--- src/rtl/mult_share_arbiter.sv ---
// mult_share_arbiter
//
// Time-shares one signed 16x16 multiplier among N_REQ requesters. A
// round-robin arbiter picks one requester per cycle. The chosen operands
// enter a two-stage pipeline, and the full 32-bit product comes back with
// a one-hot tag two cycles after the grant. A requester can hold the grant
// for up to LOCK_MAX consecutive products by asserting its lock bit.
//
// Ports
//   clk        clock, rising edge
//   rst        synchronous active-high reset
//   req        per-requester request, operands valid while high
//   lock       per-requester burst hold (only the current grantee matters)
//   a_in/b_in  packed signed operands, slice i = [16i+15:16i]
//   gnt        combinational one-hot grant, operands consumed at this edge
//   res_valid  registered one-hot result tag
//   res_data   registered signed product, held while res_valid is 0
//   busy       registered, high while any product is in the pipeline
//   op_count   registered count of grants, wraps at 16 bits
module mult_share_arbiter #(
  parameter int N_REQ    = 4,
  parameter int LOCK_MAX = 4
) (
  input  logic                  clk,
  input  logic                  rst,
  input  logic [N_REQ-1:0]      req,
  input  logic [N_REQ-1:0]      lock,
  input  logic [16*N_REQ-1:0]   a_in,
  input  logic [16*N_REQ-1:0]   b_in,
  output logic [N_REQ-1:0]      gnt,
  output logic [N_REQ-1:0]      res_valid,
  output logic [31:0]           res_data,
  output logic                  busy,
  output logic [15:0]           op_count
);

  localparam int DATA_W = 16;
  localparam int PROD_W = 2 * DATA_W;
  localparam int PTR_W  = $clog2(N_REQ);
  localparam int CNT_W  = 4;

  // Full-precision signed product. Both operands are sign-extended to the
  // product width, so the low PROD_W bits of the product are exact and no
  // saturation is ever needed (-32768 * -32768 = 0x40000000 fits).
  function automatic logic signed [PROD_W-1:0] mul_full(
    input logic signed [DATA_W-1:0] a,
    input logic signed [DATA_W-1:0] b
  );
    logic signed [PROD_W-1:0] a_ext;
    logic signed [PROD_W-1:0] b_ext;
    a_ext = PROD_W'(a);
    b_ext = PROD_W'(b);
    return a_ext * b_ext;
  endfunction

  // Arbitration state
  logic [PTR_W-1:0]  ptr_q, ptr_d;
  logic              owner_vld_q, owner_vld_d;
  logic [PTR_W-1:0]  owner_q, owner_d;
  logic [CNT_W-1:0]  burst_cnt_q, burst_cnt_d;
  logic [15:0]       op_count_q, op_count_d;

  // Pipeline state
  logic signed [DATA_W-1:0] a_p1_q, a_p1_d;
  logic signed [DATA_W-1:0] b_p1_q, b_p1_d;
  logic [N_REQ-1:0]         tag_p1_q, tag_p1_d;
  logic [N_REQ-1:0]         res_valid_q, res_valid_d;
  logic signed [PROD_W-1:0] res_data_q, res_data_d;
  logic                     busy_q, busy_d;

  // Arbiter combinational results
  logic [N_REQ-1:0]  gnt_vec;
  logic              gnt_any;
  logic [PTR_W-1:0]  gnt_idx;
  logic              owner_hit;
  logic [CNT_W-1:0]  cnt_next;

  // ---------------------------------------------------------------------
  // Grant selection
  // ---------------------------------------------------------------------
  always_comb begin
    int idx;
    gnt_vec   = '0;
    gnt_any   = 1'b0;
    gnt_idx   = '0;
    idx       = 0;
    // A live lock owner bypasses round-robin until its burst budget is spent.
    owner_hit = owner_vld_q && req[owner_q] && (burst_cnt_q < CNT_W'(LOCK_MAX));
    if (!rst) begin
      if (owner_hit) begin
        gnt_any = 1'b1;
        gnt_idx = owner_q;
      end else begin
        for (int k = 0; k < N_REQ; k++) begin
          idx = (int'(ptr_q) + k) % N_REQ;
          if (!gnt_any && req[PTR_W'(idx)]) begin
            gnt_any = 1'b1;
            gnt_idx = PTR_W'(idx);
          end
        end
      end
      if (gnt_any) begin
        gnt_vec[gnt_idx] = 1'b1;
      end
    end
  end

  // ---------------------------------------------------------------------
  // Pointer, lock ownership and operation counter
  // ---------------------------------------------------------------------
  always_comb begin
    ptr_d       = ptr_q;
    owner_vld_d = owner_vld_q;
    owner_d     = owner_q;
    burst_cnt_d = burst_cnt_q;
    op_count_d  = op_count_q;
    cnt_next    = '0;
    if (gnt_any) begin
      ptr_d      = (gnt_idx == PTR_W'(N_REQ - 1)) ? '0 : gnt_idx + PTR_W'(1);
      op_count_d = op_count_q + 16'd1;
      if (lock[gnt_idx]) begin
        // Continuing owner extends its burst; a new owner starts at 1.
        cnt_next = (owner_vld_q && (owner_q == gnt_idx)) ?
                   burst_cnt_q + CNT_W'(1) : CNT_W'(1);
        if (cnt_next >= CNT_W'(LOCK_MAX)) begin
          // Budget exhausted: release now so the next cycle is fair.
          owner_vld_d = 1'b0;
          burst_cnt_d = '0;
        end else begin
          owner_vld_d = 1'b1;
          owner_d     = gnt_idx;
          burst_cnt_d = cnt_next;
        end
      end else begin
        owner_vld_d = 1'b0;
        burst_cnt_d = '0;
      end
    end else if (owner_vld_q && !req[owner_q]) begin
      owner_vld_d = 1'b0;
      burst_cnt_d = '0;
    end
  end

  // ---------------------------------------------------------------------
  // Stage 1: capture granted operands and tag
  // ---------------------------------------------------------------------
  always_comb begin
    a_p1_d   = a_p1_q;
    b_p1_d   = b_p1_q;
    tag_p1_d = gnt_vec;
    for (int i = 0; i < N_REQ; i++) begin
      if (gnt_vec[i]) begin
        a_p1_d = a_in[DATA_W*i +: DATA_W];
        b_p1_d = b_in[DATA_W*i +: DATA_W];
      end
    end
  end

  // ---------------------------------------------------------------------
  // Stage 2: multiply, tag into res_valid
  // ---------------------------------------------------------------------
  always_comb begin
    res_valid_d = tag_p1_q;
    res_data_d  = res_data_q;
    if (|tag_p1_q) begin
      res_data_d = mul_full(a_p1_q, b_p1_q);
    end
    busy_d = (|tag_p1_d) | (|res_valid_d);
  end

  always_ff @(posedge clk) begin
    if (rst) begin
      ptr_q       <= '0;
      owner_vld_q <= 1'b0;
      owner_q     <= '0;
      burst_cnt_q <= '0;
      op_count_q  <= '0;
      tag_p1_q    <= '0;
      res_valid_q <= '0;
      res_data_q  <= '0;
      busy_q      <= 1'b0;
    end else begin
      ptr_q       <= ptr_d;
      owner_vld_q <= owner_vld_d;
      owner_q     <= owner_d;
      burst_cnt_q <= burst_cnt_d;
      op_count_q  <= op_count_d;
      tag_p1_q    <= tag_p1_d;
      res_valid_q <= res_valid_d;
      res_data_q  <= res_data_d;
      busy_q      <= busy_d;
    end
  end

  // Operand registers carry no reset; their tag decides whether they matter.
  always_ff @(posedge clk) begin
    a_p1_q <= a_p1_d;
    b_p1_q <= b_p1_d;
  end

  assign gnt       = gnt_vec;
  assign res_valid = res_valid_q;
  assign res_data  = res_data_q;
  assign busy      = busy_q;
  assign op_count  = op_count_q;

endmodule
--- config.mk ---
export PLATFORM = sky130hd
export DESIGN_NAME = mult_share_arbiter
export DESIGN_NICKNAME = d
export VERILOG_FILES = /design/src/rtl/mult_share_arbiter.sv
export SDC_FILE = /design/constraint.sdc
export NUM_CORES = 1
export LEC_CHECK = 0
export ABC_AREA = 1
export BUFFER_PORTS_ARGS = -buffer_cell sky130_fd_sc_hd__buf_2
export CAP_MARGIN = 25
export CORE_MARGIN = 1
export CORE_UTILIZATION = 50
export CTS_BUF_LIST = sky130_fd_sc_hd__clkbuf_8
export DETAILED_ROUTE_END_ITERATION = 10
export HOLD_SLACK_MARGIN = 0.1
export PLACE_DENSITY_LB_ADDON = 0.12
export SLEW_MARGIN = 20
export SYNTH_ARGS = -nofsm -noshare
export SYNTH_HDL_FRONTEND = slang
export SYNTH_SLANG_ARGS = --single-unit
--- constraint.sdc ---
create_clock -name clk -period 5.7 [get_ports clk]
set_input_delay 0.57 -clock clk [delete_from_list [all_inputs] [get_ports clk]]
set_output_delay 0.57 -clock clk [all_outputs]
set_load 0.05 [all_outputs]
## Yosys cells after proc, flatten, opt, wreduce, memory -nomap -nowiden

Index checks and enable logic that the tools add are counted.

- Bits in registers: 98
- Bits of input ports: 138
- Word-level logic and storage cells: 107

- $add $sub $neg: 6
- $mul: 1
- Magnitude comparators: 10
- Eq/ne operators: 2
- Multiplexer cells: 58
- Bitwise logic cells: 2
- Reductions and logical operators: 17

Operators by type and width:

| cell | count |
|---|---|
| $mux W16 | 8 |
| $mul A16 B16 Y32 | 1 |
| $mux W1 | 28 |
| $mux W4 | 7 |
| $add A16 B1 Y16 const B | 1 |
| $lt A2 B4 Y1 const B | 4 |
| $mux W2 | 8 |
| $bmux W1 S2 | 6 |
| $lt A2 B3 Y1 const B | 3 |
| $logic_and A1 B1 Y1 | 8 |
| $reduce_or A4 Y1 | 2 |
| $add A2 B1 Y2 const B | 2 |
| $add A2 B2 Y2 const B | 2 |
| $add A4 B1 Y4 const B | 1 |
| $ge A4 B3 Y1 const B | 1 |
| $logic_not A1 Y1 | 4 |
| $lt A4 B3 Y1 const B | 1 |
| $reduce_bool A4 Y1 | 1 |
| $reduce_and A3 Y1 | 1 |
| $demux W1 S2 | 1 |
| $eq A2 B2 Y1 | 1 |
| $eq A2 B2 Y1 const B | 1 |
| $ge A2 B1 Y1 const B | 1 |
| $reduce_bool A2 Y1 | 1 |
| other kinds (2) | 2 |

## Depth between registers and ports, before layout

- Depth after elaboration: 31
- Gate-level depth with buffers: 30

## Worst setup path before layout

No wires, ideal clock.

- Path type: register to register
- Start: reg b_p1_q[9]
- End: reg res_data_q[30], in the netlist res_data[30]
- Library setup time: 0.059 ns
- Arrival: 5.719 ns
- Required time: 5.641 ns
- Setup slack: -0.078 ns
- Cell stages (with the launch flop): 25
- Buffers on the path: 2
- Period minus slack after synthesis: 5.778 ns
- Cells stage by stage: edfxtp_1 clkbuf_1 clkbuf_1 nand2_1 fa_1 inv_1 fa_1 fa_1 inv_1 fa_1 inv_1 fa_1 inv_1 fa_1 inv_1 ha_1 inv_1 nor3_1 nand4_1 or2_2 nand2_1 a21oi_1 o21ai_0 o211ai_1 inv_1

- Word-level cells in the longest chain between the ends: 1

RTL lines:

| item | RTL line | RTL |
|---|---|---|
| from (decl) | 65 | `logic signed [DATA_W-1:0] b_p1_q, b_p1_d;` |
| from (signal assigned) | 198 | `b_p1_q <= b_p1_d;` |
| $mul A16 B16 Y32 | 53 | `return a_ext * b_ext;` |
| to (signal assigned) | 190 | `res_data_q <= res_data_d;` |
| to (decl) | 68 | `logic signed [PROD_W-1:0] res_data_q, res_data_d;` |

No other way between the ends.
A chain may end at the register's enable or synchronous reset.

## Final worst setup path

- Start: reg a_p1_q[15]
- End: reg res_data_q[28], in the netlist res_data[28]

- Word-level cells in the longest chain between the ends: 1

RTL lines:

| item | RTL line | RTL |
|---|---|---|
| from (decl) | 64 | `logic signed [DATA_W-1:0] a_p1_q, a_p1_d;` |
| from (signal assigned) | 197 | `a_p1_q <= a_p1_d;` |
| $mul A16 B16 Y32 | 53 |  |

No other way between the ends.

==> reports/qor.csv <==
stage,metric,value,unit
clock_network,clock transition at the registers of the reported paths,120,ps
finish,filler cell count,2705,
clock_network,TritonCTS buffer count,9,
worst_setup_path,WP data required,6000,ps
clock_network,root buf cell,clkbuf_8,
place,Buffers on Ports,194,
route,post-route ant nets,0,
synth,main combinational cell family by area after synthesis,adder cells,
synth,most frequent cells after synthesis,"inv_1 (532), nand2_1 (385), fa_1 (262)",
synth,nets in the synthesized netlist,2453,
sta,Pins Over Slew Limit,0,
synth,ranking of synthesized cells by area,"fa_1 (33%), inv_1 (13%), nand2_1 (9.2%)",
synth,"Cell Area, Synth",15700,um^2
sta,Max transition margin,0.481,
finish,Diodes inserted,0,
route,routed via count,13500,
worst_setup_path,Crit. End Element,flip-flop,
hold_path,hold path endpoint,res_valid[1],
synth,top cell type's share of synthesized area,0.335,
synth,ys flop type,dfxtp_1,
route,1st-iter DRT viols,669,
floorplanning,full die area,32000,um^2
sta,crit share post-route,1.01,
floorplanning,IO Pins,195,
finish,Final Net Count,2771,
sta,final setup TNS,-100,ps
synth,Adder-Cell Fraction of Synth Area,0.402,
worst_setup_path,CP arrival,6040,ps
worst_setup_path,startpoint types,flip-flop,
hold_path,worst hold path depth,2,
synth,Post-synth EDFFs,32,
global_routing,gr busiest metal,met2,
synth,"area leader, netlist",fa_1,
global_routing,vias in the first global route,14300,
global_routing,initial antenna violation count,0,
worst_setup_path,kind of critical path,reg -> reg,
job,maxcap violations,0,
hold_path,hold_sp,res_valid_d[1],
finish,final design utilization,0.636,
worst_setup_path,FF-to-FF End,res_data[28],
finish,share of cells above drive strength 1,0.299,
floorplanning,Initial Util,0.511,
route,WL final,42800,um
synth,Post-synth ARST share,0,
global_routing,met3 Usage GRT,0.0450,
synth,Compound-Gate Fraction of Synth Area,0.105,
floorplanning,DIE HEIGHT,179,um
route,DRC violations left,0,
synth,Ys Warns,0,
synth,synth unique cells,45,
clock_network,CTS sink count,98,
global_routing,grt ovf,0,
synth,most common cell in the netlist,inv_1,
clock_network,Skew-Pair Late Insertion Delay,390,ps
worst_setup_path,R2R depth,21,
clock_network,CTS tree,built,
worst_setup_path,register-to-register setup slack,-40,ps
sta,Achievable Freq,0.174,GHz
place,HPWL Detailed,35000,um
synth,sequential area share after synthesis,0.146,
outcome,failing checks,setup timing,
route,router iterations before antenna repair,5,
sta,Fin. Hold Viols,0,
worst_setup_path,CP max FO,6,
worst_setup_path,reg2reg start,a_p1_q[15],
synth,Post-Syn Instances,1969,
floorplanning,die width,179,um
hold_path,worst hold path class,reg -> reg,
clock_network,cts hold-fix bufs,0,
outcome,status,"finished, violations left",
place,GP Congestion,0.904,
sta,Worst Tran Pin Value,777,ps
sta,RSZ-0062 raised after global routing,yes,
sta,Final Setup Violations,3,
synth,Mean Syn Cell Area,7.95,um^2
clock_network,CTS max path bufs,2,
synth,mux cell area share after synthesis,0,
synth,Simple-Gate Fraction of Synth Area,0.173,
synth,xor-xnor portion of the synthesized cell area,0.0162,
sta,final setup margin,-39.9,ps
floorplanning,CORE AREA,30700,um^2
clock_network,H-tree depth,3,
finish,area grow syn2layout,24.6,%
route,WL/cell,15.9,um
global_routing,Global Route met1 Usage,0.361,
sta,crit path time final,5740,ps
global_routing,largest net degree at the start of global routing,51,
synth,#FFs+latches synth,98,
global_routing,met2 global-route usage,0.494,
global_routing,Tot GR Track Use,0.283,
route,Vias/cell,5.03,
sta,clock skew,18.0,ps
floorplanning,placement row count,64,
global_routing,first-pass GRT wire length,70400,um
-- worst max-delay path, stage by stage, from the launching register on --
cell and delay (ps):
edfxtp_1 420, buf_6 150, buf_6 110, nand2_4 70, inv_4 30, fa_2 610
fa_2 570, fa_1 610, fa_2 470, fa_1 560, inv_2 50, fa_1 520
inv_2 50, ha_4 260, nand2_4 90, o21ai_1 100, a211oi_1 300, o211ai_1 200
a21oi_1 220, o21ai_2 100, o211ai_1 90, inv_1 50
-- how the worst max path moves through the flow --
stage | startpoint | end | slack (ps) | cells past startpoint
after floorplan | a_p1_q[15] | res_data[30] | 0.1 | 23
after detailed placement | b_p1_q[7] | res_data[20] | -280 | 25
after global routing | a_p1_q[15] | res_data[28] | -250 | 26
after CTS | b_p1_q[4] | res_data[27] | -8 | 26
final | a_p1_q[15] | res_data[28] | -40 | 21
after global placement | b_p1_q[7] | res_data[20] | -260 | 25
-- timing repair --
action | CTS | global route
buffers inserted | 31 | 17
setup endpoints to repair | 16 | 18
gates resized for setup | 93 | 160
cloned | 1 | 1
pin swaps | 52 | 61
-- cells in the final DEF, fill, tap and decap left out, types with 46 or more instances in the layout --
| cell | Yosys | routed |
|---|---|---|
| ha_1 | 84 | 63 |
| fa_1 | 262 | 246 |
| a21oi_1 | 89 | 67 |
| dfxtp_1 | 66 | 66 |
| nor2_1 | 95 | 82 |
| a21oi_2 | 25 | 46 |
| buf_4 | 3 | 155 |
| nand2_1 | 385 | 356 |
| buf_2 | 7 | 194 |
| inv_1 | 532 | 497 |
-- kinds of logic after synthesis --
family,after synthesis
AO/OA/AOI/OAI,246
XOR/XNOR,29
adder cells (fa/ha/maj),346
AND/OR/NAND/NOR,616
buffers and inverters,634
flip-flops,98
-- flip-flops by register name, summed over array words and instances, names as in the netlist --
signal,flops
ptr_q,2
busy,1
owner_q,2
res_valid_d,4
owner_vld_q,1
res_valid,4
b_p1_q,16
op_count,16
res_data,32
a_p1_q,16
burst_cnt_q,4
-- per-stage QoR --
stage / hold WS [ps] / std cells / setup slack, ps / instance area (um^2)
after global placement: 435 / 2623 / -265 / 18000
final: 443 / 2688 / -39.9 / 19500
after CTS: 445 / 2670 / -8.30 / 18800
after global routing: 460 / 2688 / -246 / 19500
after detailed placement: 430 / 2623 / -276 / 18000
after floorplan: 403 / 1969 / 0.136 / 15700
-- routing by layer --
| metal | routed length [um] | vias to the layer above | share of wire |
|---|---|---|---|
| met5 | 0 | - | 0 |
| met4 | 1130 | 0 | 0.026 |
| met3 | 2410 | 76 | 0.056 |
| met2 | 21000 | 347 | 0.49 |
| met1 | 18300 | 6634 | 0.43 |
| li1 | - | 6451 | - |
-- layout make-up --
type                            count  area, um^2  area share
Sequential cell                    98        2280       0.117
Tap cell                          396         495      0.0254
Timing Repair Buffer              397        2790       0.143
Multi-Input combinational cell   1237       11700       0.598
Inverter                          544        2060       0.105
Clock buffer                        9         124     0.00635
Clock inverter                      7        86.3     0.00443
Power is not shown: default switching activity piles up to over one toggle a cycle in this logic, so the estimate is an artifact.
